**config.mk**
```make
export PLATFORM = sky130hd
export DESIGN_NAME = order_timer_flat
export DESIGN_NICKNAME = d
export VERILOG_FILES = /design/src/rtl/order_pkg.sv /design/src/rtl/order_timer_if.sv /design/src/rtl/step_prescaler.sv /design/src/rtl/order_timer.sv /design/src/flat_wrapper.sv
export SDC_FILE = /design/constraint.sdc
export NUM_CORES = 1
export LEC_CHECK = 0
export CORE_ASPECT_RATIO = 2
export CORE_UTILIZATION = 60
export CTS_BUF_LIST = sky130_fd_sc_hd__clkbuf_2
export DETAILED_ROUTE_END_ITERATION = 8
export PLACE_DENSITY = 0.82
export SLEW_MARGIN = 20
export SYNTH_ARGS = -nofsm -noshare
export SYNTH_HDL_FRONTEND = slang
export SYNTH_HIERARCHICAL = 1
export SYNTH_SLANG_ARGS = --single-unit
export TNS_END_PERCENT = 100
```
**constraint.sdc**
```tcl
create_clock -name pixel_clk_in -period 3.2 [get_ports pixel_clk_in]
set_clock_uncertainty 0.1 [all_clocks]
set_input_delay 0.64 -clock pixel_clk_in [delete_from_list [all_inputs] [get_ports pixel_clk_in]]
set_output_delay 0.64 -clock pixel_clk_in [all_outputs]
set_load 0.01 [all_outputs]
```
**src/rtl/order_pkg.sv**
```systemverilog
// order_pkg: shared types and widths for the order timer and its interface.
//   ORDER_TIME_W : width of the remaining-steps countdown
//   SCORE_W      : width of the served-orders score
//   MAX_STRIKES  : expiries that end the game (strike build only)
//   state_e      : order FSM states; StOver exists only when ORDER_TIMER_STRIKES_EN is defined
package order_pkg;

    localparam int unsigned ORDER_TIME_W = 5;
    localparam int unsigned SCORE_W      = 8;
    localparam int unsigned MAX_STRIKES  = 3;

    typedef enum logic [1:0] {
        StIdle   = 2'd0,
        StGap    = 2'd1,
        StActive = 2'd2
`ifdef ORDER_TIMER_STRIKES_EN
        , StOver = 2'd3
`endif
    } state_e;

endpackage

```
**src/rtl/order_timer_if.sv**
```systemverilog
// order_timer_if: game-control pulses in, order/score status out.
//   master : drives start/stop/serve pulses, observes status
//   slave  : the order timer itself
interface order_timer_if;
    import order_pkg::*;

    logic                    start_in;
    logic                    stop_in;
    logic                    serve_in;
    logic                    order_out;
    logic [ORDER_TIME_W-1:0] order_time_out;
    logic [SCORE_W-1:0]      score_out;
    logic                    served_out;
    logic                    expired_out;
    logic                    game_over_out;

    modport master (
        output start_in, stop_in, serve_in,
        input  order_out, order_time_out, score_out, served_out, expired_out, game_over_out
    );

    modport slave (
        input  start_in, stop_in, serve_in,
        output order_out, order_time_out, score_out, served_out, expired_out, game_over_out
    );

endinterface

```
**src/rtl/step_prescaler.sv**
```systemverilog
// step_prescaler: divides the clock into step ticks for game timers.
//   clk_i     : clock
//   rst_n_i   : synchronous active-low reset
//   restart_i : clear the count; the next tick comes STEP_CYCLES clocks later
//   tick_o    : high for one cycle every STEP_CYCLES clocks
module step_prescaler #(
    parameter int unsigned STEP_CYCLES = 25_175_000
) (
    input  logic clk_i,
    input  logic rst_n_i,
    input  logic restart_i,
    output logic tick_o
);

    localparam int unsigned     CntW    = (STEP_CYCLES > 1) ? $clog2(STEP_CYCLES) : 1;
    localparam logic [CntW-1:0] CntLast = CntW'(STEP_CYCLES - 1);

    logic [CntW-1:0] cnt_q, cnt_d;

    assign tick_o = (cnt_q == CntLast);

    always_comb begin
        cnt_d = cnt_q + CntW'(1);
        if (restart_i || tick_o) begin
            cnt_d = '0;
        end
    end

    always_ff @(posedge clk_i) begin
        if (!rst_n_i) begin
            cnt_q <= '0;
        end else begin
            cnt_q <= cnt_d;
        end
    end

endmodule

```
**src/rtl/order_timer.sv**
```systemverilog
// order_timer: kitchen-game order sequencer. Opens an order after a gap, counts its
// remaining time down in steps, and scores serves or flags expiries.
//   pixel_clk_in : clock
//   rst_n_in     : synchronous active-low reset
//   bus          : order_timer_if.slave (start/stop/serve in; order, time, score, pulses out)
// Optional: define ORDER_TIMER_STRIKES_EN to end the game after MAX_STRIKES expiries.
module order_timer
    import order_pkg::*;
#(
    parameter int unsigned STEP_CYCLES = 25_175_000,
    parameter int unsigned ORDER_STEPS = 31,
    parameter int unsigned GAP_STEPS   = 3
) (
    input  logic         pixel_clk_in,
    input  logic         rst_n_in,
    order_timer_if.slave bus
);

    localparam logic [ORDER_TIME_W-1:0] OrderInit = ORDER_TIME_W'(ORDER_STEPS);
    localparam logic [4:0]              GapLast   = 5'(GAP_STEPS - 1);

    state_e                  state_q, state_d;
    logic [4:0]              gap_cnt_q, gap_cnt_d;
    logic                    order_q, order_d;
    logic [ORDER_TIME_W-1:0] time_q, time_d;
    logic [SCORE_W-1:0]      score_q, score_d;
    logic                    served_q, served_d;
    logic                    expired_q, expired_d;
    logic                    step_tick;
    logic                    restart;

`ifdef ORDER_TIMER_STRIKES_EN
    localparam logic [1:0] StrikeLast = 2'(MAX_STRIKES - 1);
    logic [1:0] strikes_q, strikes_d;
    logic       over_q, over_d;
`endif

    // Every state entry restarts the step timer so the first step is full length.
    step_prescaler #(
        .STEP_CYCLES(STEP_CYCLES)
    ) u_prescaler (
        .clk_i    (pixel_clk_in),
        .rst_n_i  (rst_n_in),
        .restart_i(restart),
        .tick_o   (step_tick)
    );

    always_comb begin
        state_d   = state_q;
        gap_cnt_d = gap_cnt_q;
        order_d   = order_q;
        time_d    = time_q;
        score_d   = score_q;
        served_d  = 1'b0;
        expired_d = 1'b0;
`ifdef ORDER_TIMER_STRIKES_EN
        strikes_d = strikes_q;
        over_d    = over_q;
`endif
        if (bus.stop_in) begin
            state_d = StIdle;
            order_d = 1'b0;
            time_d  = '0;
`ifdef ORDER_TIMER_STRIKES_EN
            over_d  = 1'b0;
`endif
        end else begin
            case (state_q)
                StIdle: begin
                    if (bus.start_in) begin
                        score_d = '0;
                        state_d = StGap;
`ifdef ORDER_TIMER_STRIKES_EN
                        strikes_d = '0;
`endif
                    end
                end
                StGap: begin
                    if (step_tick) begin
                        if (gap_cnt_q == GapLast) begin
                            state_d = StActive;
                            order_d = 1'b1;
                            time_d  = OrderInit;
                        end else begin
                            gap_cnt_d = gap_cnt_q + 5'd1;
                        end
                    end
                end
                StActive: begin
                    // A serve on the expiring tick still counts as a serve.
                    if (bus.serve_in) begin
                        served_d = 1'b1;
                        if (score_q != '1) begin
                            score_d = score_q + SCORE_W'(1);
                        end
                        order_d = 1'b0;
                        time_d  = '0;
                        state_d = StGap;
                    end else if (step_tick) begin
                        if (time_q != '0) begin
                            time_d = time_q - ORDER_TIME_W'(1);
                        end else begin
                            expired_d = 1'b1;
                            order_d   = 1'b0;
                            state_d   = StGap;
`ifdef ORDER_TIMER_STRIKES_EN
                            strikes_d = strikes_q + 2'd1;
                            if (strikes_q == StrikeLast) begin
                                state_d = StOver;
                                over_d  = 1'b1;
                            end
`endif
                        end
                    end
                end
`ifdef ORDER_TIMER_STRIKES_EN
                StOver: begin
                    if (bus.start_in) begin
                        strikes_d = '0;
                        over_d    = 1'b0;
                        score_d   = '0;
                        state_d   = StGap;
                    end
                end
`endif
                default: state_d = StIdle;
            endcase
        end
        restart = (state_d != state_q);
        if (restart) begin
            gap_cnt_d = '0;
        end
    end

    always_ff @(posedge pixel_clk_in) begin
        if (!rst_n_in) begin
            state_q   <= StIdle;
            gap_cnt_q <= '0;
            order_q   <= 1'b0;
            time_q    <= '0;
            score_q   <= '0;
            served_q  <= 1'b0;
            expired_q <= 1'b0;
`ifdef ORDER_TIMER_STRIKES_EN
            strikes_q <= '0;
            over_q    <= 1'b0;
`endif
        end else begin
            state_q   <= state_d;
            gap_cnt_q <= gap_cnt_d;
            order_q   <= order_d;
            time_q    <= time_d;
            score_q   <= score_d;
            served_q  <= served_d;
            expired_q <= expired_d;
`ifdef ORDER_TIMER_STRIKES_EN
            strikes_q <= strikes_d;
            over_q    <= over_d;
`endif
        end
    end

    assign bus.order_out      = order_q;
    assign bus.order_time_out = time_q;
    assign bus.score_out      = score_q;
    assign bus.served_out     = served_q;
    assign bus.expired_out    = expired_q;
`ifdef ORDER_TIMER_STRIKES_EN
    assign bus.game_over_out  = over_q;
`else
    assign bus.game_over_out  = 1'b0;
`endif

endmodule

```
**src/flat_wrapper.sv**
```systemverilog
// flat-port wrapper written by rule: the top's interface ports become plain ports
module order_timer_flat import order_pkg::*;
#(
    parameter int unsigned STEP_CYCLES = 25_175_000,
    parameter int unsigned ORDER_STEPS = 31,
    parameter int unsigned GAP_STEPS   = 3
)
  (pixel_clk_in, rst_n_in, bus_start_in, bus_stop_in, bus_serve_in, bus_order_out, bus_order_time_out, bus_score_out, bus_served_out, bus_expired_out, bus_game_over_out);
  order_timer_if bus_i ();
  input  logic pixel_clk_in;
  input  logic rst_n_in;
  input wire logic [$bits(bus_i.start_in)-1:0] bus_start_in;
  input wire logic [$bits(bus_i.stop_in)-1:0] bus_stop_in;
  input wire logic [$bits(bus_i.serve_in)-1:0] bus_serve_in;
  output wire logic [$bits(bus_i.order_out)-1:0] bus_order_out;
  output wire logic [$bits(bus_i.order_time_out)-1:0] bus_order_time_out;
  output wire logic [$bits(bus_i.score_out)-1:0] bus_score_out;
  output wire logic [$bits(bus_i.served_out)-1:0] bus_served_out;
  output wire logic [$bits(bus_i.expired_out)-1:0] bus_expired_out;
  output wire logic [$bits(bus_i.game_over_out)-1:0] bus_game_over_out;
  assign bus_i.start_in = bus_start_in;
  assign bus_i.stop_in = bus_stop_in;
  assign bus_i.serve_in = bus_serve_in;
  assign bus_order_out = bus_i.order_out;
  assign bus_order_time_out = bus_i.order_time_out;
  assign bus_score_out = bus_i.score_out;
  assign bus_served_out = bus_i.served_out;
  assign bus_expired_out = bus_i.expired_out;
  assign bus_game_over_out = bus_i.game_over_out;
  order_timer #(.STEP_CYCLES(STEP_CYCLES), .ORDER_STEPS(ORDER_STEPS), .GAP_STEPS(GAP_STEPS)) u_core (.pixel_clk_in(pixel_clk_in), .rst_n_in(rst_n_in), .bus(bus_i));
endmodule
```
==> flow_metrics.tcl <==
set metrics [dict create \
    dr.pass1.iters 4 \
    critical_path.top_delay_family "simple AND/OR/NAND/NOR gates" \
    synth_area_um2 2510 \
    finalCritPeriodShare_pct 93.9 \
    routed_wirelength_um 6040 \
    yosysUniqueCellTypes 54 \
    syn_nets 311 \
    clock_power_share_pct 32.4 \
    stdcell_count 374 \
    clk_latency_ns 0.40 \
    slowest_delay_ns 0.42 \
    cts_hold_buf 0 \
    viasPerCell 6.37 \
    die-width_um 47.8 \
    period_needed_ns 3.00 \
    placedCellCount 366 \
    max_slew_margin_pct 34.7 \
    cts_resized 0 \
    combPwrFrac_pct 5.5 \
    post-route-util_pct 69.8 \
    die_h_um 93.5 \
    cp.arrival_ns 3.21 \
    synth_seq_area_share_pct 38.2 \
    r2r_slack_ns 0.20 \
    min_to "u_core/bus.score_out[7]$_SDFFE_PN0P_" \
    critPathCaptureType "register" \
    timing.final.ws_setup_ns 0.196 \
    p_per_area_nw_per_um2 346 \
    rr_endpoint "u_core/u_prescaler/cnt_q[0]$_SDFF_PP0_" \
    crit_type "reg -> reg" \
    setup_viol 0 \
    status "finished, final reports clean" \
    vias 2382 \
    startpoint "u_core/u_prescaler/cnt_q[0]$_SDFF_PP0_" \
    whs_path_depth 2 \
    cts_setup_buffers 0 \
    synth-seq-cells 48 \
    multiInputGateArea_um2 1450 \
    cts_tree "yes" \
    htreeDepth 2 \
    reg2reg_depth 12 \
    nFillCells 382 \
    num_antenna_cells 0 \
    r2r-start "u_core/u_prescaler/cnt_q[0]$_SDFF_PP0_" \
    sw_frac_of_total_pct 23.5 \
    ant_nets 0 \
    gp_congestion 0.889 \
    area_delta_synth_final_pct 12.3 \
    wire_per_inst_um 16.2 \
    core_um2 4050 \
    portBuffers 20 \
    synth_ff_type "dfxtp_1" \
    cp.buffers_inverters 2 \
    path_cells "ha_1, and4_2, nand4_1, nor2_1, inv_1, o211ai_1, a21boi_0, a2bb2oi_1, nor2b_1, o21ai_1, buf_4, nor2_1" \
    cp_common_cell "nor2_1" \
    grt_overflow 0 \
    yosys_warnings 6 \
    clock-sinks 48 \
    p_leak_nw 0.885 \
    critPathMaxFanout 22 \
    layout-drive-gt1-share_pct 8.07 \
    drv_slew 0 \
    p_total_mw 0.978 \
    setup-tns-final_ns 0 \
    dp_slack_ns 0.333 \
    min_path_type "reg -> reg" \
    ios 22 \
    cts_buffer_depth 2 \
    power.switching_mw 0.230 \
    vdd_drop_max_mv 0.269 \
    rsz0062_at_grt "false" \
    clkTransAtPathRegs_ns 0.23 \
    max_freq_mhz 333 \
    final_nets 332 \
    max_cap_viol_count 0 \
    ys_async_sr_fraction_pct 0 \
    worst_path_max_delay_cell "dfxtp_1" \
    critPathRequiredTime_ns 3.41 \
    antenna_found_initial 0 \
    hp-start "u_core/bus.score_out[7]$_SDFFE_PN0P_" \
    cts_root_buf "clkbuf_2" \
    cp-start-kind "register" \
    synthCells 300 \
    post_synth.cell_area_avg_um2 8.38 \
    final_common_cell "dfxtp_1" \
    grt_use_total_pct 29.6 \
    p_int_mw 0.749 \
    final_cell_mix "dfxtp_1, a21oi_1, nor2_1" \
    worst_pin_slew_ns 0.972 \
    final_hold_viol_count 0 \
    start_util_pct 62.1 \
    grt_pass1_vias 2318 \
    dieArea_um2 4470 \
    post-route-drc-count 0 \
    seq_power_share_pct 62.0 \
    dpl.hpwl_um 4330 \
    grt_max_degree 23 \
    rows 33 \
    register_area_um2 961 \
    grt_pass1_wl_um 9860 \
    cts_buffers 5 \
    synth-edff-count 0 \
    drt_iter0_markers 74 \
]
layer usage:
layer | GRT usage [%] | vias to the layer above | share of wire (%)
li1 | - | 1159 | -
met2 | 53.8 | 61 | 57
met1 | 28.2 | 1152 | 39
met3 | 7.72 | 10 | 2.8
met5 | 0 | - | 0
met4 | 13.4 | 0 | 1.4
how the worst max path moves through the flow:
stage | end | slack (ns) | cells past startpoint
global route | u_core/u_prescaler/cnt_q[16]$_SDFF_PP0_ | 0.02 | 12
CTS | u_core/u_prescaler/cnt_q[16]$_SDFF_PP0_ | 0.29 | 12
global placement | u_core/u_prescaler/cnt_q[16]$_SDFF_PP0_ | 0.46 | 12
finish | u_core/u_prescaler/cnt_q[0]$_SDFF_PP0_ | 0.20 | 12
detailed placement | u_core/u_prescaler/cnt_q[16]$_SDFF_PP0_ | 0.33 | 12
floorplan | u_core/u_prescaler/cnt_q[10]$_SDFF_PP0_ | 0.29 | 12
power by group through the flow:
stage	Sequential, mW	Clock [mW]	Combinational (mW)
floorplan	0.616	0	0.0335
global placement	0.618	0	0.0516
detailed placement	0.618	0	0.0526
CTS	0.607	0.326	0.0530
global route	0.608	0.349	0.0579
finish	0.607	0.317	0.0541
worst register-to-register path, cell delays in order (launching register included):
cell,delay [ns]
dfxtp_1,0.42
ha_1,0.27
and4_2,0.28
nand4_1,0.17
nor2_1,0.32
inv_1,0.15
o211ai_1,0.23
a21boi_0,0.20
a2bb2oi_1,0.21
nor2b_1,0.09
o21ai_1,0.10
buf_4,0.29
nor2_1,0.09
layout make-up:
class / instances / area share [%]
clock inverters: 3 / 1.33
repair buffers: 25 / 8.42
inverters: 13 / 1.73
multi-input cells: 228 / 51.3
clock buffers: 5 / 0.886
flip-flops and latches: 48 / 34.0
well taps: 52 / 2.30
flip-flops by register name (all words and copies together), names as in the netlist:
register / cells
u_core/gap_cnt_q: 5
u_core/bus.order_time_out: 5
u_core/u_prescaler/cnt_q: 25
u_core/bus.served_out: 1
u_core/bus.order_out: 1
u_core/bus.score_out: 8
u_core/state_q: 2
u_core/bus.expired_out: 1
kinds of logic (layout without fill, tap and decap cells):
logic type / Yosys count / count (layout) / share of synthesized area [%]
compound gates: 79 / 79 / 20.3
xor+xnor: 16 / 16 / 5.58
fa+ha+maj: 6 / 6 / 2.99
buf+inv: 24 / 46 / 4.13
flops: 48 / 48 / 38.2
other cells: 1 / 1 / 0.149
simple gates: 126 / 126 / 28.6
through the flow:
step	instance area, µm²	hold slack [ns]
after CTS	2820	0.408
after detailed placement	2760	0.373
final	2820	0.414
after floorplan	2510	0.326
after global placement	2760	0.336
after global routing	2820	0.435
synthesized netlist by cell type (2+ instances only):
library cell	n	share of area, %
nor2b_1	2	0.50
xnor2_1	9	3.1
o211ai_1	2	0.60
a21oi_2	2	0.70
xor2_1	7	2.4
nor4_1	7	1.7
nand2b_1	5	1.2
ha_1	6	3.0
o221a_2	2	0.90
o21ai_0	21	4.2
o311ai_0	2	0.70
o21a_1	2	0.60
buf_2	2	0.40
o22ai_1	3	0.75
nand4_1	11	2.7
dfxtp_1	48	38
inv_1	13	1.9
nor4b_1	2	0.70
or4_1	6	1.8
nand2_1	17	2.5
nor2_1	21	3.1
nand4b_1	2	0.70
and3_1	4	1.0
nand3_1	16	3.2
a31oi_1	2	0.50
or3_1	10	2.5
a21oi_1	23	4.6
a211oi_1	10	3.0
nor3_1	11	2.2
clkbuf_1	7	1.0
nand3b_1	2	0.60
(Power assumes the default switching activity.)
